$ cat src/rtl/cfa_pkg.sv
//------------------------------------------------------------------------------
// cfa_pkg : shared types and helpers for the CFA raster scanner
// Rev 1.0
//------------------------------------------------------------------------------
`default_nettype none

package cfa_pkg;

  typedef enum logic [1:0] {
    SYM_R  = 2'd0,
    SYM_GR = 2'd1,
    SYM_GB = 2'd2,
    SYM_B  = 2'd3
  } cfa_sym_e;

  typedef enum logic [1:0] {
    PAT_RGGB = 2'd0,
    PAT_GRBG = 2'd1,
    PAT_GBRG = 2'd2,
    PAT_BGGR = 2'd3
  } cfa_pat_e;

  typedef enum logic [1:0] {
    ST_IDLE = 2'd0,
    ST_RUN  = 2'd1,
    ST_DONE = 2'd2
  } scan_state_e;

  function automatic int halo(input int filt);
    return filt / 2;
  endfunction

endpackage

`default_nettype wire

$ cat src/rtl/cfa_phase_decode.sv
//------------------------------------------------------------------------------
// cfa_phase_decode : row/col phase + pattern + mode -> CFA symbol (combinational)
// Rev 1.0
//------------------------------------------------------------------------------
`default_nettype none

module cfa_phase_decode
  import cfa_pkg::*;
(
  input  logic [1:0] i_row_lsb,
  input  logic [1:0] i_col_lsb,
  input  logic [1:0] i_pattern,
  input  logic       i_quad,
  output logic [1:0] o_symbol
);

  logic w_rb;
  logic w_cb;

  // Quad-Bayer repeats each colour over a 2x2 cell, so phase moves up one bit
  assign w_rb = i_quad ? i_row_lsb[1] : i_row_lsb[0];
  assign w_cb = i_quad ? i_col_lsb[1] : i_col_lsb[0];

  assign o_symbol = {w_rb ^ i_pattern[1], w_cb ^ i_pattern[0]};

endmodule

`default_nettype wire

$ cat src/rtl/cfa_raster_scanner.sv
//------------------------------------------------------------------------------
// cfa_raster_scanner : raster-order frame scanner emitting address, CFA symbols
//                      and border/SOF/EOL/EOF flags with valid/ready flow control
// Rev 1.0
//------------------------------------------------------------------------------
`default_nettype none

module cfa_raster_scanner
  import cfa_pkg::*;
#(
  parameter int ROW_W  = 11,
  parameter int COL_W  = 11,
  parameter int ADDR_W = 22,
  parameter int PPC    = 1,
  parameter int FILT   = 5
) (
  input  logic              clk,
  input  logic              rst,
  input  logic              start,
  input  logic              abort,
  input  logic [ROW_W-1:0]  rowMax,
  input  logic [COL_W-1:0]  colMax,
  input  logic [1:0]        patternSelect,
  input  logic              quadMode,
  input  logic              out_ready,
  output logic              out_valid,
  output logic [ADDR_W-1:0] address,
  output logic [ROW_W-1:0]  row,
  output logic [COL_W-1:0]  col,
  output logic [2*PPC-1:0]  bayerSymbol,
  output logic [PPC-1:0]    border,
  output logic              sof,
  output logic              eol,
  output logic              eof,
  output logic              busy,
  output logic              done,
  output logic              cfg_err
);

  localparam int HALO = halo(FILT);

  scan_state_e       r_state, w_state_n;
  logic [ROW_W-1:0]  r_row_max, w_row_max_n;
  logic [COL_W-1:0]  r_col_max, w_col_max_n;
  logic [1:0]        r_pat, w_pat_n;
  logic              r_quad, w_quad_n;

  logic              w_valid_n, w_done_n, w_cfg_err_n;
  logic [ROW_W-1:0]  w_row_n;
  logic [COL_W-1:0]  w_col_n;
  logic [ADDR_W-1:0] w_addr_n;
  logic              w_xfer, w_misaligned;
  logic [COL_W:0]    w_cm1;
  logic              w_sof_n, w_eol_n, w_eof_n, w_row_edge_n;
  logic [PPC-1:0]    w_border_n;
  logic [2*PPC-1:0]  w_sym_n;

  assign w_xfer       = out_valid && out_ready;
  assign w_cm1        = {1'b0, colMax} + (COL_W+1)'(1);
  assign w_misaligned = (w_cm1 % (COL_W+1)'(PPC)) != '0;

  always_comb begin
    w_state_n   = r_state;
    w_row_max_n = r_row_max;
    w_col_max_n = r_col_max;
    w_pat_n     = r_pat;
    w_quad_n    = r_quad;
    w_valid_n   = out_valid;
    w_row_n     = row;
    w_col_n     = col;
    w_addr_n    = address;
    w_done_n    = 1'b0;
    w_cfg_err_n = 1'b0;
    case (r_state)
      ST_IDLE: begin
        if (start) begin
          if (w_misaligned) begin
            w_cfg_err_n = 1'b1;
          end else begin
            w_row_max_n = rowMax;
            w_col_max_n = colMax;
            w_pat_n     = patternSelect;
            w_quad_n    = quadMode;
            w_state_n   = ST_RUN;
            w_valid_n   = 1'b1;
            w_row_n     = '0;
            w_col_n     = '0;
            w_addr_n    = '0;
          end
        end
      end
      ST_RUN: begin
        if (w_xfer) begin
          if (eof) begin
            w_valid_n = 1'b0;
            w_done_n  = 1'b1;
            w_state_n = ST_DONE;
          end else begin
            w_addr_n = address + ADDR_W'(PPC);
            if (eol) begin
              w_col_n = '0;
              w_row_n = row + ROW_W'(1);
            end else begin
              w_col_n = col + COL_W'(PPC);
            end
          end
        end
      end
      ST_DONE: w_state_n = ST_IDLE;
      default: w_state_n = ST_IDLE;
    endcase
    if (abort) begin
      w_state_n   = ST_IDLE;
      w_valid_n   = 1'b0;
      w_done_n    = 1'b0;
      w_cfg_err_n = 1'b0;
    end
  end

  // Flags are derived from the next position so every output leaves a flop
  assign w_sof_n      = (w_row_n == '0) && (w_col_n == '0);
  assign w_eol_n      = ({1'b0, w_col_n} + (COL_W+1)'(PPC-1)) == {1'b0, w_col_max_n};
  assign w_eof_n      = w_eol_n && (w_row_n == w_row_max_n);
  assign w_row_edge_n = ({1'b0, w_row_n} < (ROW_W+1)'(HALO)) ||
                        (({1'b0, w_row_n} + (ROW_W+1)'(HALO)) > {1'b0, w_row_max_n});

  generate
    for (genvar gi = 0; gi < PPC; gi++) begin : g_lane
      logic [COL_W:0] w_c;
      assign w_c = {1'b0, w_col_n} + (COL_W+1)'(gi);
      assign w_border_n[gi] = w_row_edge_n || (w_c < (COL_W+1)'(HALO)) ||
                              ((w_c + (COL_W+1)'(HALO)) > {1'b0, w_col_max_n});
      cfa_phase_decode u_dec (
        .i_row_lsb (w_row_n[1:0]),
        .i_col_lsb (w_c[1:0]),
        .i_pattern (w_pat_n),
        .i_quad    (w_quad_n),
        .o_symbol  (w_sym_n[2*gi+1:2*gi])
      );
    end
  endgenerate

  always_ff @(posedge clk) begin
    if (rst) begin
      r_state     <= ST_IDLE;
      r_row_max   <= '0;
      r_col_max   <= '0;
      r_pat       <= '0;
      r_quad      <= 1'b0;
      out_valid   <= 1'b0;
      address     <= '0;
      row         <= '0;
      col         <= '0;
      bayerSymbol <= '0;
      border      <= '0;
      sof         <= 1'b0;
      eol         <= 1'b0;
      eof         <= 1'b0;
      busy        <= 1'b0;
      done        <= 1'b0;
      cfg_err     <= 1'b0;
    end else begin
      r_state   <= w_state_n;
      r_row_max <= w_row_max_n;
      r_col_max <= w_col_max_n;
      r_pat     <= w_pat_n;
      r_quad    <= w_quad_n;
      out_valid <= w_valid_n;
      address   <= w_addr_n;
      row       <= w_row_n;
      col       <= w_col_n;
      sof       <= w_sof_n && w_valid_n;
      eol       <= w_eol_n && w_valid_n;
      eof       <= w_eof_n && w_valid_n;
      busy      <= (w_state_n != ST_IDLE);
      done      <= w_done_n;
      cfg_err   <= w_cfg_err_n;
      if (w_valid_n) begin
        bayerSymbol <= w_sym_n;
        border      <= w_border_n;
      end
    end
  end

endmodule

`default_nettype wire

$ cat config.mk
export PLATFORM = sky130hd
export DESIGN_NAME = cfa_raster_scanner
export DESIGN_NICKNAME = d
export VERILOG_FILES = /design/src/rtl/cfa_pkg.sv /design/src/rtl/cfa_phase_decode.sv /design/src/rtl/cfa_raster_scanner.sv
export SDC_FILE = /design/constraint.sdc
export NUM_CORES = 1
export LEC_CHECK = 0
export ABC_AREA = 1
export BUFFER_PORTS_ARGS = -buffer_cell sky130_fd_sc_hd__buf_2
export CAP_MARGIN = 15
export CORE_MARGIN = 1
export CORE_UTILIZATION = 35
export DETAILED_ROUTE_END_ITERATION = 7
export GPL_TIMING_DRIVEN = 0
export SETUP_SLACK_MARGIN = 0.15
export SLEW_MARGIN = 40
export SYNTH_ARGS = -nofsm -noshare
export SYNTH_HDL_FRONTEND = slang
export SYNTH_SLANG_ARGS = --single-unit
$ cat constraint.sdc
create_clock -name clk -period 2.8 [get_ports clk]
set_input_delay 0.42 -clock clk [delete_from_list [all_inputs] [get_ports clk]]
set_output_delay 0.42 -clock clk [all_outputs]
set_load 0.01 [all_outputs]
### Word-level counts from Yosys, hierarchy flattened

Index checks and enable logic that the tools add are counted.

* bits in registers: 80
* logic and storage cells: 86
* input port bits: 30
* output and inout bits: 54

* eq/ne operators: 6
* $lt $le $gt $ge: 4
* bitwise gates (word level): 4
* add/sub/neg operators: 5
* mux-type cells: 35
* reduce and logical (&&, ||, !) cells: 16

Operators with widths (count)
* two-way mux 11 bit: 12
* two-way mux 22 bit: 3
* case mux 11 bit (2 select lines): 2
* case mux 22 bit (2 select lines): 1
* adder 11 x 2 -> 12 bit, second input constant: 2
* greater-than comparator 12 x 11 -> 1 bit: 2
* adder 11 x 1 -> 11 bit, second input constant: 2
* adder 22 x 1 -> 22 bit, second input constant: 1
* equality test 11 bit: 2
* logical NOT 11 bit: 2
* less-than comparator 11 x 2 -> 1 bit, second input constant: 2
* two-way mux 2 bit: 6
* two-way mux 1 bit: 9
* logical AND 1 bit: 6
* inequality test 2 bit, second input constant: 3
* case mux 2 bit (2 select lines): 1
* AND reduction 4 bit: 1
* nonzero test 2 bit: 2
* OR reduction 4 bit: 1
* logical OR 1 bit: 3
* equality test 2 x 1 -> 1 bit, second input constant: 1
* logical NOT 2 bit: 1
* inverter 1 bit: 2
* case mux 1 bit (2 select lines): 1
* XOR 1 bit: 2

### Longest topological paths before layout

Gate-level depths: netlist (run 1).

* depth in word-level cells: 10
* mapped depth: 27
* depth with buffers taken out: 27

### Modules after synthesis

From an unflattened synthesis (run 1), not the netlist that was laid out.

* cells, all modules: 771
* area, all modules: 5378.9 sq um

By module, submodules not included
* cfa_raster_scanner: times used 1, sequential area each 1601.5 sq um, cells each 750, area an instance 5295.1 sq um
* cfa_phase_decode: times used 1, sequential area each 0.0 sq um, cells each 21, area an instance 83.8 sq um

### Worst setup path before layout (run 1)

No wires, ideal clock.

* path kind: register to register
* start: register out_valid
* end: register border
* path slack: -0.258 ns
* cell stages (with the launch flop): 24
* data required time: 2.691 ns
* period minus slack after synthesis: 3.058 ns
* path buffers: 1
* library setup time: 0.109 ns
* data arrival time: 2.949 ns
* cell sequence: dfxtp_1 -> nand2_2 -> nor2_8 -> buf_8 -> nand2_1 -> xor2_1 -> nand2_1 -> o21ai_2 -> ha_1 -> nand3_2 -> nor2_2 -> nand2_1 -> xor2_1 -> inv_1 -> ha_1 -> nand2_1 -> nor4_1 -> nand4_1 -> nand2_1 -> nand2_1 -> nor2_1 -> nand4_1 -> nand2_1 -> inv_1

* elaborated cells on any way between the ends: 19
* classes of those cells: add/sub (2); order compare (4); mux (9); reduce/logical (4)

RTL lines
* start, declared: RTL line cfa_raster_scanner.sv:26 `output logic out_valid,`
* start signal, assigned: RTL line cfa_raster_scanner.sv:168 `out_valid <= w_valid_n;`
* logical AND 1 bit (*): RTL line cfa_raster_scanner.sv:58 `assign w_xfer = out_valid && out_ready;`
* two-way mux 11 bit (*): RTL line cfa_raster_scanner.sv:93 `if (w_xfer) begin`
* case mux 11 bit (2 select lines) (*): RTL line cfa_raster_scanner.sv:74 `case (r_state)`
* net g_lane[0].w_c[2]: RTL line cfa_raster_scanner.sv:129 `logic [COL_W:0] w_c;`
* adder 11 x 2 -> 12 bit or less-than comparator 11 x 2 -> 1 bit (tied branches): RTL line cfa_raster_scanner.sv:132, cfa_raster_scanner.sv:131
* greater-than comparator 12 x 11 -> 1 bit or logical OR 1 bit (tied branches): RTL line cfa_raster_scanner.sv:132, cfa_raster_scanner.sv:131
* logical OR 1 bit (*): RTL line cfa_raster_scanner.sv:131 `assign w_border_n[gi] = w_row_edge_n || (w_c < (COL_W+1)'(HALO)) ||`
* end signal, assigned: RTL line cfa_raster_scanner.sv:180 `border <= w_border_n;`
* end, declared: RTL line cfa_raster_scanner.sv:31 `output logic [PPC-1:0] border,`

The timed path passes the listed nets; every way through them passes the cells marked *.
A chain may end at the register's enable or synchronous reset.

### Worst setup path in the final report (run 1)

* start: register out_valid
* end: register border

* cells in the longest elaborated chain, start to end: 8
* elaborated cells on any way between the ends: 19
* classes of those cells: add/sub (2); order compare (4); mux (9); reduce/logical (4)

RTL lines
* logical AND 1 bit: RTL line cfa_raster_scanner.sv:58
* two-way mux 11 bit: RTL line cfa_raster_scanner.sv:93
* case mux 11 bit (2 select lines): RTL line cfa_raster_scanner.sv:74
* adder 11 x 2 -> 12 bit: RTL line cfa_raster_scanner.sv:125 `(({1'b0, w_row_n} + (ROW_W+1)'(HALO)) > {1'b0, w_row_max_n});`
* greater-than comparator 12 x 11 -> 1 bit: RTL line cfa_raster_scanner.sv:125
* logical OR 1 bit: RTL line cfa_raster_scanner.sv:124 `assign w_row_edge_n = ({1'b0, w_row_n} < (ROW_W+1)'(HALO)) ||`
* logical OR 1 bit (2 in a row): RTL line cfa_raster_scanner.sv:131

Several ways; a longest one is shown, not always the timed one.

==> summary.txt, run 1 <==
Place
  • Port bufs: 81
  • RD Place Congestion: 0.839
  • DP HPWL: 10.7 mm

Logic synthesis
  • Synthesis Warnings: 0
  • Synth area leaders: dfxtp_1 (31%), nand2_1 (12%), nor2_1 (7.7%)
  • Ys async rst share: 0
  • Seq cells post-synth: 80
  • Synth unique cells: 48
  • Top_reg_cell synth: dfxtp_1
  • Synth top area share: 0.305
  • Post-synth EDFFs: 0
  • Largest area contributor in the netlist: dfxtp_1
  • Synthesized area per cell: 7.05 um2
  • Cells after Synth: 745
  • Post-Syn Area: 5250 um2
  • Seq/Total Area, Yosys: 0.305
  • Mapped Nets: 805

Finish
  • Share of cells above drive strength 1: 0.287
  • Nets: 932
  • Antenna Cells: 0
  • Area growth from synthesis to layout: 29.9%

STA
  • Final Cycle Share: 1.10
  • Setup WS post-layout: -0.277 ns
  • Final setup viols: 1
  • Min Clock Period, post-route: 3.08 ns
  • RSZ-0062 raised after global routing: yes
  • Worst Tran Pin Value: 0.726 ns
  • Worst relative slew slack: 0.516
  • Final-report max-slew violation count: 0
  • Setup Skew: 0.00638 ns
  • Final Hold Viols: 0
  • Hold slack: 0.352 ns
  • Setup TNS: -0.277 ns
  • Max frequency: 325 MHz

Floorplanning
  • # rows: 44
  • Chip Height: 124 um
  • Initial Utilization: 0.360
  • Die W: 124 um
  • I/O Pins: 84
  • Core box area: 14600 um2
  • Die footprint: 15500 um2

CTS
  • Clock tree buffer depth: 2
  • H-tree depth: 3
  • Clock-pin transition on the worst setup and hold timing paths: 0.06 ns
  • TritonCTS buffer count: 9
  • CTS tree: yes
  • Root Buffer: clkbuf_16
  • CTS Sinks: 80
  • Clock Latency Late Sink: 0.35 ns

Critical path
  • R2R Setup Slk: -0.28 ns
  • RR Endpoint: border$_SDFFE_PP0P_
  • Slowest CP cell: dfxtp_4
  • Crit-path cells: nand2_8 -> nor2_8 -> buf_8 -> buf_6 -> nand2_4 -> o21ai_2 -> nand2_4 -> nor2_1 -> nand2_1 -> nor2_2 -> xor2_1 -> inv_1 -> ha_1 -> nand2_1 -> nor4_2 -> nand4_1 -> nand2_1 -> nand2_1 -> nor2_1 -> nand4_1 -> nand2_1 -> inv_1
  • Critical Path Start: out_valid$_SDFF_PP0_
  • CP most frequent cell: nand2_1
  • Worst setup SP type: register
  • R2R cell count: 22
  • Setup crit end: border$_SDFFE_PP0P_
  • R2r startpoint: out_valid$_SDFF_PP0_
  • CP Capture Type: register
  • Crit Path Max Fanout: 8
  • Worst EP arrival: 3.33 ns
  • Setup CP Type: register to register
  • Largest stage delay on the critical path: 0.37 ns
  • Crit path required time: 3.05 ns

Routing
  • Routed length on met2: 6.63 mm
  • Remaining DRCs: 0
  • Initial DRC count: 259
  • WL final: 14.5 mm
  • WL met1: 6.81 mm
  • First-pass DRT Iterations: 5
  • ANT nets after route: 0
  • DR WL/cell: 13.7 um
  • DR vias/cell: 4.84
  • Vias: 5130
  • Highest metal used: met4
  • Metal3 WL: 771 um

Global route
  • Largest net degree at the start of global routing: 14
  • Initial antenna violation count: 0
  • Total GRT Usage: 0.195
  • Vias in the first global route: 4827
  • Total global routing overflow: 0
  • First-pass GRT wire length: 24.1 mm

Power and ir drop
  • Static leakage: 3.40 nW
  • Pwr per Cell Area: 419 nW/um2
  • Max IR drop VDD: 347 uV

Worst hold path
  • Hold Crit Class: primary input to register

Outcome
  • Status: complete, but fails checks
  • Violated checks: negative setup slack

Run
  • Max cap viols: 0
==> power breakdown <==
group / internal [mW] / total [mW] / switching, mW
registers: 1.17 / 1.18 / 0.0136
clock network: 0.818 / 1.32 / 0.497
logic: 0.141 / 0.361 / 0.220
==> stage by stage <==
step / utilization / instance area, um2 / setup slack [ns] / cells / power, mW
6_report: 0.467 / 6820 / -0.277 / 1061 / 2.86
3_5_place_dp: 0.406 / 5930 / -0.614 / 1010 / 1.54
4_1_cts: 0.463 / 6760 / -0.200 / 1058 / 2.88
3_3_place_gp: 0.406 / 5930 / -0.637 / 1010 / 1.54
5_1_grt: 0.467 / 6820 / -0.562 / 1061 / 2.98
2_1_floorplan: - / 5290 / -0.0534 / 745 / 1.44
==> worst min-delay path by stage <==
stage / start / end / depth (start not counted) / slack (ns)
global route: colMax[5] / r_col_max[5]$_SDFF_PP0_ / 3 / 0.36
CTS: rowMax[1] / r_row_max[1]$_SDFF_PP0_ / 3 / 0.34
finish: colMax[5] / r_col_max[5]$_SDFF_PP0_ / 3 / 0.35
detailed placement: address[21]$_SDFFE_PP0P_ / address[21]$_SDFFE_PP0P_ / 1 / 0.44
floorplan: r_col_max[1]$_SDFF_PP0_ / r_col_max[1]$_SDFF_PP0_ / 2 / 0.47
global placement: address[21]$_SDFFE_PP0P_ / address[21]$_SDFFE_PP0P_ / 1 / 0.44
==> metal layers <==
metal / track usage / vias to the layer above
met5: 0 / -
met4: 0.0680 / 0
met3: 0.0399 / 20
met2: 0.316 / 143
met1: 0.254 / 2342
li1: - / 2625
==> final cells by class <==
cell class	instances	area (um2)
Tap cell	184	230
Clock inverter	3	45.0
Buffer	14	111
Multi-Input combinational cell	548	3410
Inverter	103	394
Sequential cell	80	1620
Timing Repair Buffer	116	709
Clock buffer	13	292
Fill cell	1445	7770
==> flip-flops by register name, summed over array words and instances (netlist names), 2 cells and up <==
register / flops
bayerSymbol: 2
r_row_max: 11
r_col_max: 11
address: 22
r_state: 2
r_pat: 2
row: 11
col: 11
==> worst max-delay path: cells and delay by family, from the launching register on <==
kind | cells | cell delay [ns]
xor gates and xnor gates | 1 | 0.18
DFF | 1 | 0.37
buffers and inverters | 4 | 0.36
adders and majority gates | 1 | 0.29
AOI/OAI and AO/OA | 1 | 0.17
and+or+nand+nor | 15 | 1.59
==> cell usage in the layout, fill, tap and decap left out, drive strengths merged <==
cell type,instances
nand2,186
nor2,124
buf,123
inv,103
dfxtp,80
nand3,44
ha,30
o21ai,28
a21oi,26
xor2,22
clkbuf,20
mux2i,19
nand4,16
or2,10
nor3,9
xnor2,8
nor4,5
o22ai,3
a31oi,3
a21o,3
o21bai,2
nand3b,2
nor3b,2
clkinvlp,2
o21a,1
o31ai,1
a211oi,1
nor2b,1
a221oi,1
conb,1
bufinv,1
==> cells in the mapped netlist, drive strengths merged, types with 10 or more instances <==
| cell type | n |
|---|---|
| nand4 | 16 |
| mux2i | 19 |
| inv | 103 |
| a21oi | 26 |
| nand3 | 44 |
| nor2 | 124 |
| ha | 30 |
| o21ai | 28 |
| nand2 | 186 |
| dfxtp | 80 |
| or2 | 10 |
| xor2 | 22 |
==> repair_timing <==
| action | 4_1_cts | 5_1_grt |
|---|---|---|
| pin swaps | 23 | 12 |
| setup buffers | 32 | 3 |
| setup endpoints to repair | 2 | 3 |
| hold buffers | 0 | 0 |
| gates resized for setup | 65 | 10 |
==> cell families after synthesis <==
group | synth area share
AND/OR/NAND/NOR | 0.363
multiplexers | 0.0415
AO/OA/AOI/OAI | 0.0768
flip-flops | 0.305
buffers and inverters | 0.0918
adder cells (fa/ha/maj) | 0.0715
other | 0.000714
XOR/XNOR | 0.0501
Note: power is estimated with default switching activity, not from simulation.
==> inputs of run 2 (changes only) <==
--- a/config.mk
+++ b/config.mk
@@ -12,6 +12,7 @@
 export CORE_UTILIZATION = 35
 export DETAILED_ROUTE_END_ITERATION = 7
 export GPL_TIMING_DRIVEN = 0
+export RECOVER_POWER = 50
 export SETUP_SLACK_MARGIN = 0.15
 export SLEW_MARGIN = 40
 export SYNTH_ARGS = -nofsm -noshare
==> summary.txt, run 2 (synthesis results as in run 1) <==
Outcome
  • Status: complete, but fails checks (unchanged)
  • Violated checks: negative setup slack (unchanged)

Power and ir drop
  • NetSw: 0.730 mW (was 0.731 mW)
  • Combinational Power Share: 0.125 (was 0.126)
  • Static leakage: 3.27 nW (was 3.40 nW)
  • Max IR drop VDD: 348 uV (was 347 uV)
  • Pwr per Cell Area: 421 nW/um2 (was 419 nW/um2)
  • Int Pwr: 2.12 mW (was 2.13 mW)
  • Net Sw Frac: 0.256 (about the same)
  • Sequential share of power: 0.414 (was 0.413)
  • Clock share of power: 0.461 (was 0.460)
  • Tot Pwr: 2.85 mW (was 2.86 mW)

STA
  • Worst Tran Pin Value: 0.825 ns (was 0.726 ns)
  • Min Clock Period, post-route: 3.06 ns (was 3.08 ns)
  • Max frequency: 327 MHz (was 325 MHz)
  • Final Hold Viols: 0 (unchanged)
  • Setup WS post-layout: -0.261 ns (was -0.277 ns)
  • RSZ-0062 raised after global routing: yes (unchanged)
  • Final Cycle Share: 1.09 (was 1.10)
  • Setup Skew: 0.00671 ns (was 0.00638 ns)
  • Final setup viols: 2 (was 1)
  • Worst relative slew slack: 0.450 (was 0.516)
  • Final-report max-slew violation count: 0 (unchanged)

Critical path
  • Crit Path Max Fanout: 8 (unchanged)
  • Critical Path Start: out_valid$_SDFF_PP0_ (unchanged)
  • R2R cell count: 22 (unchanged)
  • Crit-path cells: nand2_8 -> nor2_8 -> buf_8 -> buf_6 -> nand2_4 -> o21ai_2 -> nand2_4 -> nor2_1 -> nand2_1 -> nor2_2 -> xor2_1 -> inv_1 -> ha_1 -> nand2_1 -> nor4_2 -> nand4_1 -> nand2_1 -> nand2_1 -> nor2_1 -> nand4_1 -> nand2_1 -> inv_1 (unchanged)
  • CP Capture Type: register (unchanged)
  • Worst EP arrival: 3.31 ns (was 3.33 ns)
  • Largest stage delay on the critical path: 0.37 ns (about the same)
  • Slowest CP cell: dfxtp_4 (unchanged)
  • CP most frequent cell: nand2_1 (unchanged)
  • Crit path required time: 3.05 ns (about the same)
  • RR Endpoint: border$_SDFFE_PP0P_ (unchanged)
  • R2R Setup Slk: -0.26 ns (was -0.28 ns)
  • Setup CP Type: register to register (unchanged)
  • Worst setup SP type: register (unchanged)
  • R2r startpoint: out_valid$_SDFF_PP0_ (unchanged)

Finish
  • Final cell count without fillers: 1061 (unchanged)
  • Max reg flops: 22 (unchanged)
  • Most frequent cells in the layout: nand2_1 (156), nor2_1 (103), inv_1 (93) (unchanged)
  • Commonest non-fill, non-tap cell in the layout: nand2_1 (unchanged)
  • Final core area utilization: 0.465 (was 0.467)
  • Filler instances: 1454 (was 1445)
  • Top reg by flops: address (unchanged)
  • Area growth from synthesis to layout: 29.2% (was 29.9%)
  • Antenna Cells: 0 (unchanged)
  • Share of cells above drive strength 1: 0.252 (was 0.287)
  • Nets: 932 (unchanged)

Place
  • DP HPWL: 10.7 mm (unchanged)
  • Port bufs: 81 (unchanged)
  • Setup WS pre-CTS: -0.614 ns (unchanged)
  • Cells after DPL: 1010 (unchanged)
  • RD Place Congestion: 0.839 (unchanged)

CTS
  • H-tree depth: 3 (unchanged)
  • Clock tree buffer depth: 2 (unchanged)
  • Root Buffer: clkbuf_16 (unchanged)
  • Number of hold buffers added after cts: 0 (unchanged)
  • Clock-pin transition on the worst setup and hold timing paths: 0.06 ns (about the same)
  • Clock Latency Late Sink: 0.35 ns (about the same)
  • CTS Sinks: 80 (unchanged)
  • CTS tree: yes (unchanged)
  • TritonCTS buffer count: 9 (unchanged)

Floorplanning
  • Initial Utilization: 0.360 (unchanged)
  • Die footprint: 15500 um2 (unchanged)
  • Die W: 124 um (unchanged)
  • # rows: 44 (unchanged)
  • Core box area: 14600 um2 (unchanged)
  • I/O Pins: 84 (unchanged)
  • Chip Height: 124 um (unchanged)

Routing
  • DR vias/cell: 4.80 (was 4.84)
  • WL final: 14.5 mm (about the same)
  • ANT nets after route: 0 (unchanged)
  • DR WL/cell: 13.6 um (was 13.7 um)
  • Initial DRC count: 247 (was 259)
  • Remaining DRCs: 0 (unchanged)
  • Vias: 5091 (was 5130)
  • First-pass DRT Iterations: 5 (unchanged)

Worst hold path
  • Hold Path Cell Cnt: 3 (unchanged)
  • Hold Crit Class: primary input to register (unchanged)
  • Hold Path Sink: r_col_max[5]$_SDFF_PP0_ (unchanged)
  • Hold wc startpoint: colMax[5] (unchanged)

Global route
  • Total GRT Usage: 0.195 (unchanged)
  • Largest net degree at the start of global routing: 14 (unchanged)
  • Initial antenna violation count: 0 (unchanged)
  • First-pass GRT wire length: 24.1 mm (unchanged)
  • Total global routing overflow: 0 (unchanged)
  • Vias in the first global route: 4827 (unchanged)

Run
  • Max cap viols: 0 (unchanged)
-- run 2: cell types whose count changed in the layout (fill, tap and decap cells not counted), sizes merged --
cell    change
buf        -31
clkbuf     +31
-- run 2: worst max-delay path, delay by kind of cell (launching register included) --
kind | cells | cell delay, ns
buf+inv | 4 | 0.36
xor+xnor | 1 | 0.18
compound gates | 1 | 0.17
simple gates | 15 | 1.58
flops | 1 | 0.37
fa+ha+maj | 1 | 0.30
-- run 2: layout make-up --
type                            instances  area (um2)  area share
Multi-Input combinational cell        548        3410       0.503
Sequential cell                        80        1620       0.240
Timing Repair Buffer                  116         672      0.0991
Inverter                              103         394      0.0581
Clock buffer                           13         292      0.0430
Tap cell                              184         230      0.0340
Buffer                                 14         110      0.0162
Clock inverter                          3        45.0     0.00664
-- run 2: worst max-delay path by stage --
stage | cells after the start | to | slack (ns)
after floorplan | 23 | border$_SDFFE_PP0P_ | -0.05
after detailed placement | 24 | border$_SDFFE_PP0P_ | -0.61
final | 22 | border$_SDFFE_PP0P_ | -0.26
after CTS | 26 | border$_SDFFE_PP0P_ | -0.20
after global routing | 23 | border$_SDFFE_PP0P_ | -0.56
after global placement | 24 | border$_SDFFE_PP0P_ | -0.64
-- run 2: repair_timing --
| item | CTS | global route |
|---|---|---|
| endpoints found under the hold margin | 0 | 0 |
| setup endpoints to repair | 2 | 3 |
| setup buffers | 32 | 3 |
| pin swaps | 23 | 12 |
| resized for setup | 65 | 10 |
-- run 2: layer usage --
layer / track usage / part of all wire / vias up / wire (um)
li1: - / - / 2624 / -
met1: 0.254 / 0.47 / 2314 / 6860
met2: 0.316 / 0.45 / 131 / 6530
met3: 0.0399 / 0.051 / 22 / 734
met4: 0.0680 / 0.024 / 0 / 345
met5: 0 / 0 / - / 0
-- run 2: through the flow --
step           TNS, ns  hold WS, ns  instance area, um2
2_1_floorplan  -0.0534        0.467                5290
3_3_place_gp    -0.637        0.438                5930
3_5_place_dp    -0.614        0.445                5930
4_1_cts         -0.200        0.341                6760
5_1_grt         -0.926        0.359                6780
6_report        -0.290        0.350                6780
-- run 2: power groups by stage --
stage	Combinational (mW)	Sequential [mW]	Clock, mW
floorplan	0.232	1.21	0
global placement	0.329	1.21	0
detailed placement	0.331	1.21	0
CTS	0.357	1.18	1.34
global route	0.404	1.18	1.39
finish	0.358	1.18	1.32
